==> config.mk <==
export PLATFORM = sky130hd
export DESIGN_NAME = pipe_stage_reg
export DESIGN_NICKNAME = d
export VERILOG_FILES = /design/src/rtl/pipe_pkg.sv /design/src/rtl/pipe_skid_slot.sv /design/src/rtl/pipe_stage_reg.sv
export SDC_FILE = /design/constraint.sdc
export NUM_CORES = 1
export LEC_CHECK = 0
export CAP_MARGIN = 20
export CORE_AREA = 2 2 158 160
export DETAILED_ROUTE_END_ITERATION = 8
export DIE_AREA = 0 0 160 162
export PLACE_DENSITY = 0.69
export SKIP_LAST_GASP = 1
export SLEW_MARGIN = 30
export SYNTH_ARGS = -nofsm -noshare
export SYNTH_HDL_FRONTEND = slang
export SYNTH_SLANG_ARGS = --single-unit
==> constraint.sdc <==
create_clock -name clk -period 1.7 [get_ports clk]
set_input_delay 0.34 -clock clk [delete_from_list [all_inputs] [get_ports clk]]
set_output_delay 0.34 -clock clk [all_outputs]
set_load 0.05 [all_outputs]
==> src/rtl/pipe_pkg.sv <==
// Shared stage-bundle layout for the CPU pipeline registers: widths, field offsets
// and nop reset constants for IF/ID, ID/EX, EX/MEM and MEM/WB.
package pipe_pkg;

    localparam int XLEN   = 32;
    localparam int REGA_W = 5;
    localparam int CTRL_W = 16;
    localparam int MUL_W  = 2 * XLEN;
    localparam int OCC_W  = 2;

    // IF/ID: pc, instr
    localparam int IFID_PC_OFF    = 0;
    localparam int IFID_INSTR_OFF = IFID_PC_OFF + XLEN;
    localparam int IFID_W         = IFID_INSTR_OFF + XLEN;

    // ID/EX: pc, instr, rs1/rs2 operands, extended immediate, waddr, control
    localparam int IDEX_PC_OFF    = 0;
    localparam int IDEX_INSTR_OFF = IDEX_PC_OFF + XLEN;
    localparam int IDEX_RS1_OFF   = IDEX_INSTR_OFF + XLEN;
    localparam int IDEX_RS2_OFF   = IDEX_RS1_OFF + XLEN;
    localparam int IDEX_IMM_OFF   = IDEX_RS2_OFF + XLEN;
    localparam int IDEX_WADDR_OFF = IDEX_IMM_OFF + XLEN;
    localparam int IDEX_CTRL_OFF  = IDEX_WADDR_OFF + REGA_W;
    localparam int IDEX_W         = IDEX_CTRL_OFF + CTRL_W;

    // EX/MEM: alu result, store data, waddr, control, pc, instr, imm, multiplier result
    localparam int EXME_ALU_OFF   = 0;
    localparam int EXME_ST_OFF    = EXME_ALU_OFF + XLEN;
    localparam int EXME_WADDR_OFF = EXME_ST_OFF + XLEN;
    localparam int EXME_CTRL_OFF  = EXME_WADDR_OFF + REGA_W;
    localparam int EXME_PC_OFF    = EXME_CTRL_OFF + CTRL_W;
    localparam int EXME_INSTR_OFF = EXME_PC_OFF + XLEN;
    localparam int EXME_IMM_OFF   = EXME_INSTR_OFF + XLEN;
    localparam int EXME_MUL_OFF   = EXME_IMM_OFF + XLEN;
    localparam int EXME_W         = EXME_MUL_OFF + MUL_W;

    // MEM/WB: writeback value, waddr, control, pc, instr
    localparam int MEWB_WB_OFF    = 0;
    localparam int MEWB_WADDR_OFF = MEWB_WB_OFF + XLEN;
    localparam int MEWB_CTRL_OFF  = MEWB_WADDR_OFF + REGA_W;
    localparam int MEWB_PC_OFF    = MEWB_CTRL_OFF + CTRL_W;
    localparam int MEWB_INSTR_OFF = MEWB_PC_OFF + XLEN;
    localparam int MEWB_W         = MEWB_INSTR_OFF + XLEN;

    // An all-zero instruction field decodes as a nop, so zero bundles are bubbles.
    localparam logic [IFID_W-1:0] NOP_BUNDLE_IFID = '0;
    localparam logic [IDEX_W-1:0] NOP_BUNDLE_IDEX = '0;
    localparam logic [EXME_W-1:0] NOP_BUNDLE_EXME = '0;
    localparam logic [MEWB_W-1:0] NOP_BUNDLE_MEWB = '0;

    typedef struct packed {
        logic [MUL_W-1:0]  mul;
        logic [XLEN-1:0]   imm;
        logic [XLEN-1:0]   instr;
        logic [XLEN-1:0]   pc;
        logic [CTRL_W-1:0] ctrl;
        logic [REGA_W-1:0] waddr;
        logic [XLEN-1:0]   st;
        logic [XLEN-1:0]   alu;
    } exme_t;

    function automatic logic [EXME_W-1:0] exme_pack(input exme_t f);
        logic [EXME_W-1:0] b;
        b = NOP_BUNDLE_EXME;
        b[EXME_ALU_OFF   +: XLEN]   = f.alu;
        b[EXME_ST_OFF    +: XLEN]   = f.st;
        b[EXME_WADDR_OFF +: REGA_W] = f.waddr;
        b[EXME_CTRL_OFF  +: CTRL_W] = f.ctrl;
        b[EXME_PC_OFF    +: XLEN]   = f.pc;
        b[EXME_INSTR_OFF +: XLEN]   = f.instr;
        b[EXME_IMM_OFF   +: XLEN]   = f.imm;
        b[EXME_MUL_OFF   +: MUL_W]  = f.mul;
        return b;
    endfunction

    function automatic exme_t exme_unpack(input logic [EXME_W-1:0] b);
        exme_t f;
        f.alu   = b[EXME_ALU_OFF   +: XLEN];
        f.st    = b[EXME_ST_OFF    +: XLEN];
        f.waddr = b[EXME_WADDR_OFF +: REGA_W];
        f.ctrl  = b[EXME_CTRL_OFF  +: CTRL_W];
        f.pc    = b[EXME_PC_OFF    +: XLEN];
        f.instr = b[EXME_INSTR_OFF +: XLEN];
        f.imm   = b[EXME_IMM_OFF   +: XLEN];
        f.mul   = b[EXME_MUL_OFF   +: MUL_W];
        return f;
    endfunction

endpackage

==> src/rtl/pipe_skid_slot.sv <==
// Single valid+data holding entry. Reset and clear both restore RESET_VALUE;
// load takes priority over drop so a same-cycle refill keeps the entry valid.
module pipe_skid_slot #(
    parameter int               WIDTH       = 200,
    parameter logic [WIDTH-1:0] RESET_VALUE = '0
) (
    input  logic             clk,
    input  logic             reset,
    input  logic             clear,
    input  logic             load,
    input  logic             drop,
    input  logic [WIDTH-1:0] d,
    output logic             valid,
    output logic [WIDTH-1:0] q
);

    always_ff @(posedge clk) begin
        if (reset || clear) begin
            valid <= 1'b0;
            q     <= RESET_VALUE;
        end else if (load) begin
            valid <= 1'b1;
            q     <= d;
        end else if (drop) begin
            valid <= 1'b0;
        end
    end

endmodule

==> src/rtl/pipe_stage_reg.sv <==
// Elastic pipeline stage register with freeze/flush. Define PIPE_SKID_EN to add a
// skid entry so in_ready is driven from registers only (no out_ready path).
module pipe_stage_reg
    import pipe_pkg::*;
#(
    parameter int               WIDTH       = 200,
    parameter logic [WIDTH-1:0] RESET_VALUE = '0
) (
    input  logic             clk,
    input  logic             reset,
    input  logic             stall,
    input  logic             flush,
    input  logic             in_valid,
    output logic             in_ready,
    input  logic [WIDTH-1:0] in_data,
    output logic             out_valid,
    input  logic             out_ready,
    output logic [WIDTH-1:0] out_data,
    output logic [OCC_W-1:0] occupancy
);

    logic             accept;
    logic             consume;
    logic             main_load;
    logic             main_drop;
    logic [WIDTH-1:0] main_d;

    // Flush wins over stall inside the slots, so stall only needs to gate load/drop.
    assign accept  = in_valid && in_ready;
    assign consume = out_valid && out_ready && !stall;

`ifdef PIPE_SKID_EN
    logic             skid_valid;
    logic [WIDTH-1:0] skid_q;
    logic             skid_load;
    logic             skid_drop;

    assign in_ready = !skid_valid && !stall && !flush;

    // Skid is always younger than main, so a consume refills main from skid first.
    assign main_load = (consume && skid_valid) || (accept && (!out_valid || consume));
    assign main_d    = skid_valid ? skid_q : in_data;
    assign main_drop = consume && !skid_valid && !accept;
    assign skid_load = accept && out_valid && !consume;
    assign skid_drop = consume && skid_valid;

    pipe_skid_slot #(
        .WIDTH       (WIDTH),
        .RESET_VALUE (RESET_VALUE)
    ) u_skid (
        .clk   (clk),
        .reset (reset),
        .clear (flush),
        .load  (skid_load),
        .drop  (skid_drop),
        .d     (in_data),
        .valid (skid_valid),
        .q     (skid_q)
    );

    assign occupancy = OCC_W'(out_valid) + OCC_W'(skid_valid);
`else
    assign in_ready  = !stall && !flush && (!out_valid || out_ready);
    assign main_load = accept;
    assign main_d    = in_data;
    assign main_drop = consume && !accept;
    assign occupancy = {1'b0, out_valid};
`endif

    pipe_skid_slot #(
        .WIDTH       (WIDTH),
        .RESET_VALUE (RESET_VALUE)
    ) u_main (
        .clk   (clk),
        .reset (reset),
        .clear (flush),
        .load  (main_load),
        .drop  (main_drop),
        .d     (main_d),
        .valid (out_valid),
        .q     (out_data)
    );

endmodule

# Yosys cells after proc, flatten, opt, wreduce, memory -nomap -nowiden
# Cells that the tools add are included.
classes:
  reduce_logical: 13
  muxes: 2
ops:
  columns: ["operator", "count"]
  rows:
  - ["logical AND 1 bit", 6]
  - ["zero test 1 bit", 4]
  - ["logical OR 1 bit", 2]
  - ["2-to-1 mux 1 bit", 2]
  - ["nonzero test 2 bit", 1]
totals:
  out_inout_bits: 204
  elab_cells: 17
  input_bits: 206
  reg_bits: 201

# Logic depth before layout (Yosys ltp)
depth:
  depth_word: 8
  ltp_mapped: 5
  depth_no_buf: 3

# By module
# Synthesis repeated with hierarchy kept, for this count alone.
hier_totals:
  hier_cells: 661
  hier_area_um2: 7273.2
modules_own_cells:
  columns: ["module", "instances", "cells_per_inst", "area_per_inst_um2"]
  rows:
  - ["pipe_skid_slot", 1, 651, 7209.4]
  - ["pipe_stage_reg", 1, 10, 63.8]

# Worst setup path before layout
# OpenSTA, ideal clock, no wires.
synth_path:
  path_type: "reg-to-output"
  startpoint: "register u_main.valid"
  endpoint: "output port in_ready"
  required_time_ns: 1.360
  slack_ns: -0.396
  path_buffers: 0
  stages_incl_launch_ff: 2
  arrival_time_ns: 1.756
  path_cell_list: "dfxtp_1 a211oi_1"
synth_via:
  elab_chain_cells: 3
synth_lines:
  columns: ["element", "line_no", "text"]
  rows:
  - ["start: declaration", "pipe_skid_slot.sv:13", "output logic valid,"]
  - ["start signal: assignment", "pipe_skid_slot.sv:19", "valid <= 1'b0;"]
  - ["start signal: assignment", "pipe_skid_slot.sv:22", "valid <= 1'b1;"]
  - ["start signal: assignment", "pipe_skid_slot.sv:25", "valid <= 1'b0;"]
  - ["zero test 1 bit", "pipe_stage_reg.sv:63", "assign in_ready = !stall && !flush && (!out_valid || out_ready);"]
  - ["logical OR 1 bit", "pipe_stage_reg.sv:63", null]
  - ["logical AND 1 bit", "pipe_stage_reg.sv:63", null]
  - ["end: declaration", "pipe_stage_reg.sv:14", "output logic in_ready,"]
# No other way between the ends.

# Final worst setup path
layout_path:
  startpoint: "input port flush"
  endpoint: "output port in_ready"
layout_via:
  elab_chain_cells: 3
layout_lines:
  columns: ["element", "line_no", "text"]
  rows:
  - ["start: declaration", "pipe_stage_reg.sv:12", "input logic flush,"]
  - ["zero test 1 bit", "pipe_stage_reg.sv:63", null]
  - ["logical AND 1 bit (2 in a row)", "pipe_stage_reg.sv:63", null]
# No other way between the ends.

==> impl_results.md <==
* Outcome: finished, violations left
* Violated checks: negative setup slack
* Pin count of the biggest net entering global routing at 37
* Area share of the leading cell type in the synthesized netlist at 0.501
* Filler cells at about 2300
* Cell Chain, Critical Path: clkdlybuf4s50_1, buf_4, a211oi_4, buf_12
* Commonest cells after routing, fill and taps aside: nand2_1, buf_4, clkdlybuf4s50_1
* Via density per instance at 4.42
* Starting Density at 0.333
* Largest fanout on the critical path at 2
* Total Routing Usage GR at 0.174
* Area post-placement at 0.0122 mm^2
* Floorplan die area at around 0.026 mm^2
* Final non-filler cell area at roughly 0.013 mm^2
* Post-detailed-routing wire length at roughly 24 mm
* Total of endpoints with negative setup slack in the final report at 1
* Crit Reg-Reg Startpoint: u_main.valid$_SDFFE_PP0P_
* CTS sink cnt at between 200 and 250
* Routed length per placed instance at ~15 um
* Multiplexer share of the synthesized area at 0.249
* Synthesized-area fraction occupied by ao, oa, aoi and oai cells at 0.00623
* XOR/XNOR Fraction of Synth Area at 0
* Arrival time at the worst endpoint at about 1.4 ns
* Worst Path Class, Setup: input port to output port
* Routability congestion estimate at slightly below 0.8
* Chip height at approximately 160 um
* Final Power at about 0.011 W
* Total Nets Final at 1499
* Fin util at 0.538
* Post-Synthesis Mean Instance Area at 9.17 um^2
* Shortest period the worst path allows at 1.70 ns
* Capturing element type of the critical path: output port
* Global route overflow at 0
* Maximum frequency from static timing analysis at around 600 MHz
* Synth Area in Adders at 0
* Worst slack at placement at -0.424 ns
* Data required time of the worst path at around 1.4 ns
* Die extent in x at roughly 160 um
* Min-delay worst type: input port to flip-flop
* Max capacitance violation total at 0
* Number of warning messages in the yosys log at 0
* Worst voltage drop across the vdd grid at about 0.55 mV
* Sequential area share after synthesis at 0.501
* Largest cells by area after synthesis: dfxtp_1, mux2i_1, nand2_1, buf_2, buf_6
* Initial antenna violation count at 0
* Largest family of logic cells by synthesized area: multiplexers
* Post-synthesis register bit count at about 200
* Post-synth top area cell: dfxtp_1
* N_diodes at 0
* Wire length of the first global-routing pass at approximately 37 mm
* Number of instances in the synthesized netlist at 877
* Number of detailed-route iterations in the first pass at 4
* Max Slew Vio Count at 0
* Synth-to-layout area growth at 61.2%
* Most common cell after layout, fill and taps aside: nand2_1
* Via count of the first global-routing pass at around 7000
* Type of element launching the critical path: input port
* Max Root-Sink Buffers at 3
* Stage delay of the slowest cell on the critical path at between 0.4 and 0.5 ns
* Post-route clock period utilization at 1.00
* Critical-path cell with the highest stage delay: clkdlybuf4s50_1
* Count of different cell masters after synthesis at 14
* Launch instance of the worst min-delay path: stall
* Final number of hold-violating endpoints at 0
* Worst setup path start: flush
* Pwr Density at approximately 840 mW/mm^2
* Count of unresolved DRC violations after routing at 0
* Core footprint at 0.0241 mm^2
* Setup repair after global routing missed its margin: yes
* H-tree level count at 1
* Ratio of cells with drive above 1 in the final layout at 0.223
* IO buf count at slightly above 400
* Number of rows created at floorplan at 57
* TritonCTS clock tree: done
* Clock-pin transition on the worst setup and hold timing paths at 0.06 ns
* Number of buffers added by the clock tree synthesis step at 23
* Fin worst setup slack at -0.00000300 ns
* CTS root buf: clkbuf_16
* Clock skew at about 0.0067 ns
* Post-Synth Simple-Gate Area at 0.187
* Clk Latency, worst-skew pair at between 0.4 and 0.5 ns
* Setup TNS at -0.00000300 ns
* Leak at 5.18 nW
* Syn Nets at between 1000 and 1500
* Final ANT Viol Nets at 0
* Number of violations reported at the end of detailed-routing iteration 0 at between 300 and 400
* Cell area after synthesis at roughly 0.0080 mm^2
* Number of placed I/O pins at 410
* Hpwl dp at 18.0 mm
* Vias after detailed routing at 7211
where the power goes:
group / total, W / switching [W] / internal [W] / leakage, nW
Clock: 0.00460 / 0.00188 / 0.00272 / 0.339
Sequential: 0.00482 / 0.0000366 / 0.00478 / 1.62
Combinational: 0.00144 / 0.000679 / 0.000760 / 3.21
state kept, by name, indices dropped and copies added, names as in the netlist:
| register | cells |
|---|---|
| u_main.q | 200 |
| u_main.valid | 1 |
what timing repair did:
item                                    CTS  global route
pin swaps                                 1             1
hold buffers                              0             0
endpoints found under the setup margin    1            16
resized for setup                         4             3
hold endpoints to repair                  0             0
buffers inserted                          2             0
synthesized netlist by cell type:
cell,number
nand2_1,400
dfxtp_1,201
mux2i_1,200
buf_2,39
buf_6,15
buf_4,8
clkbuf_1,6
o21a_1,2
a2111oi_4,1
a211oi_1,1
conb_1,1
inv_1,1
inv_2,1
nor2_1,1
routing by layer:
| layer | GRT usage | vias to the layer above | share of wire |
|---|---|---|---|
| met4 | 0.0520 | 0 | 0.024 |
| met1 | 0.209 | 3243 | 0.41 |
| li1 | - | 3644 | - |
| met3 | 0.0605 | 35 | 0.093 |
| met5 | 0 | - | 0 |
| met2 | 0.295 | 289 | 0.47 |
critical path: cells and delay by family:
kind                   cells  cell delay (ns)
AOI/OAI and AO/OA          1             0.21
buffers and inverters      3             0.81
cell families after synthesis:
kind of cell / count (synthesis)
other cells: 1
flops: 201
buf+inv: 70
compound gates: 4
simple gates: 401
mux: 200
area by class of cell:
cell class,count,area [um^2],area share
flip-flops and latches,201,4030,0.311
repair buffers,459,4250,0.328
clock buffers,31,626,0.0483
well taps,324,405,0.0313
multi-input cells,606,3580,0.276
clock inverters,7,66.3,0.00512
inverters,2,7.51,0.000579
path summary, 6_finish.rpt:
| kind | end | slack, ns | cells after the start |
|---|---|---|---|
| setup / recovery | in_ready | -0.000003 | 4 |
| hold / removal | u_main.valid$_SDFFE_PP0P_ | 0.39 | 4 |
| setup reg to reg | u_main.q[159]$_SDFFE_PP0P_ | 0.08 | 5 |
| hold reg to reg | u_main.q[117]$_SDFFE_PP0P_ | 0.45 | 2 |
per-stage QoR:
stage                     hold WS, ns  std cells
after detailed placement        0.447       1590
final                           0.388       1630
after CTS                       0.369       1630
after floorplan                 0.482        877
after global routing            0.376       1630
after global placement          0.443       1590
No activity file was read; power rests on OpenSTA's default activity.
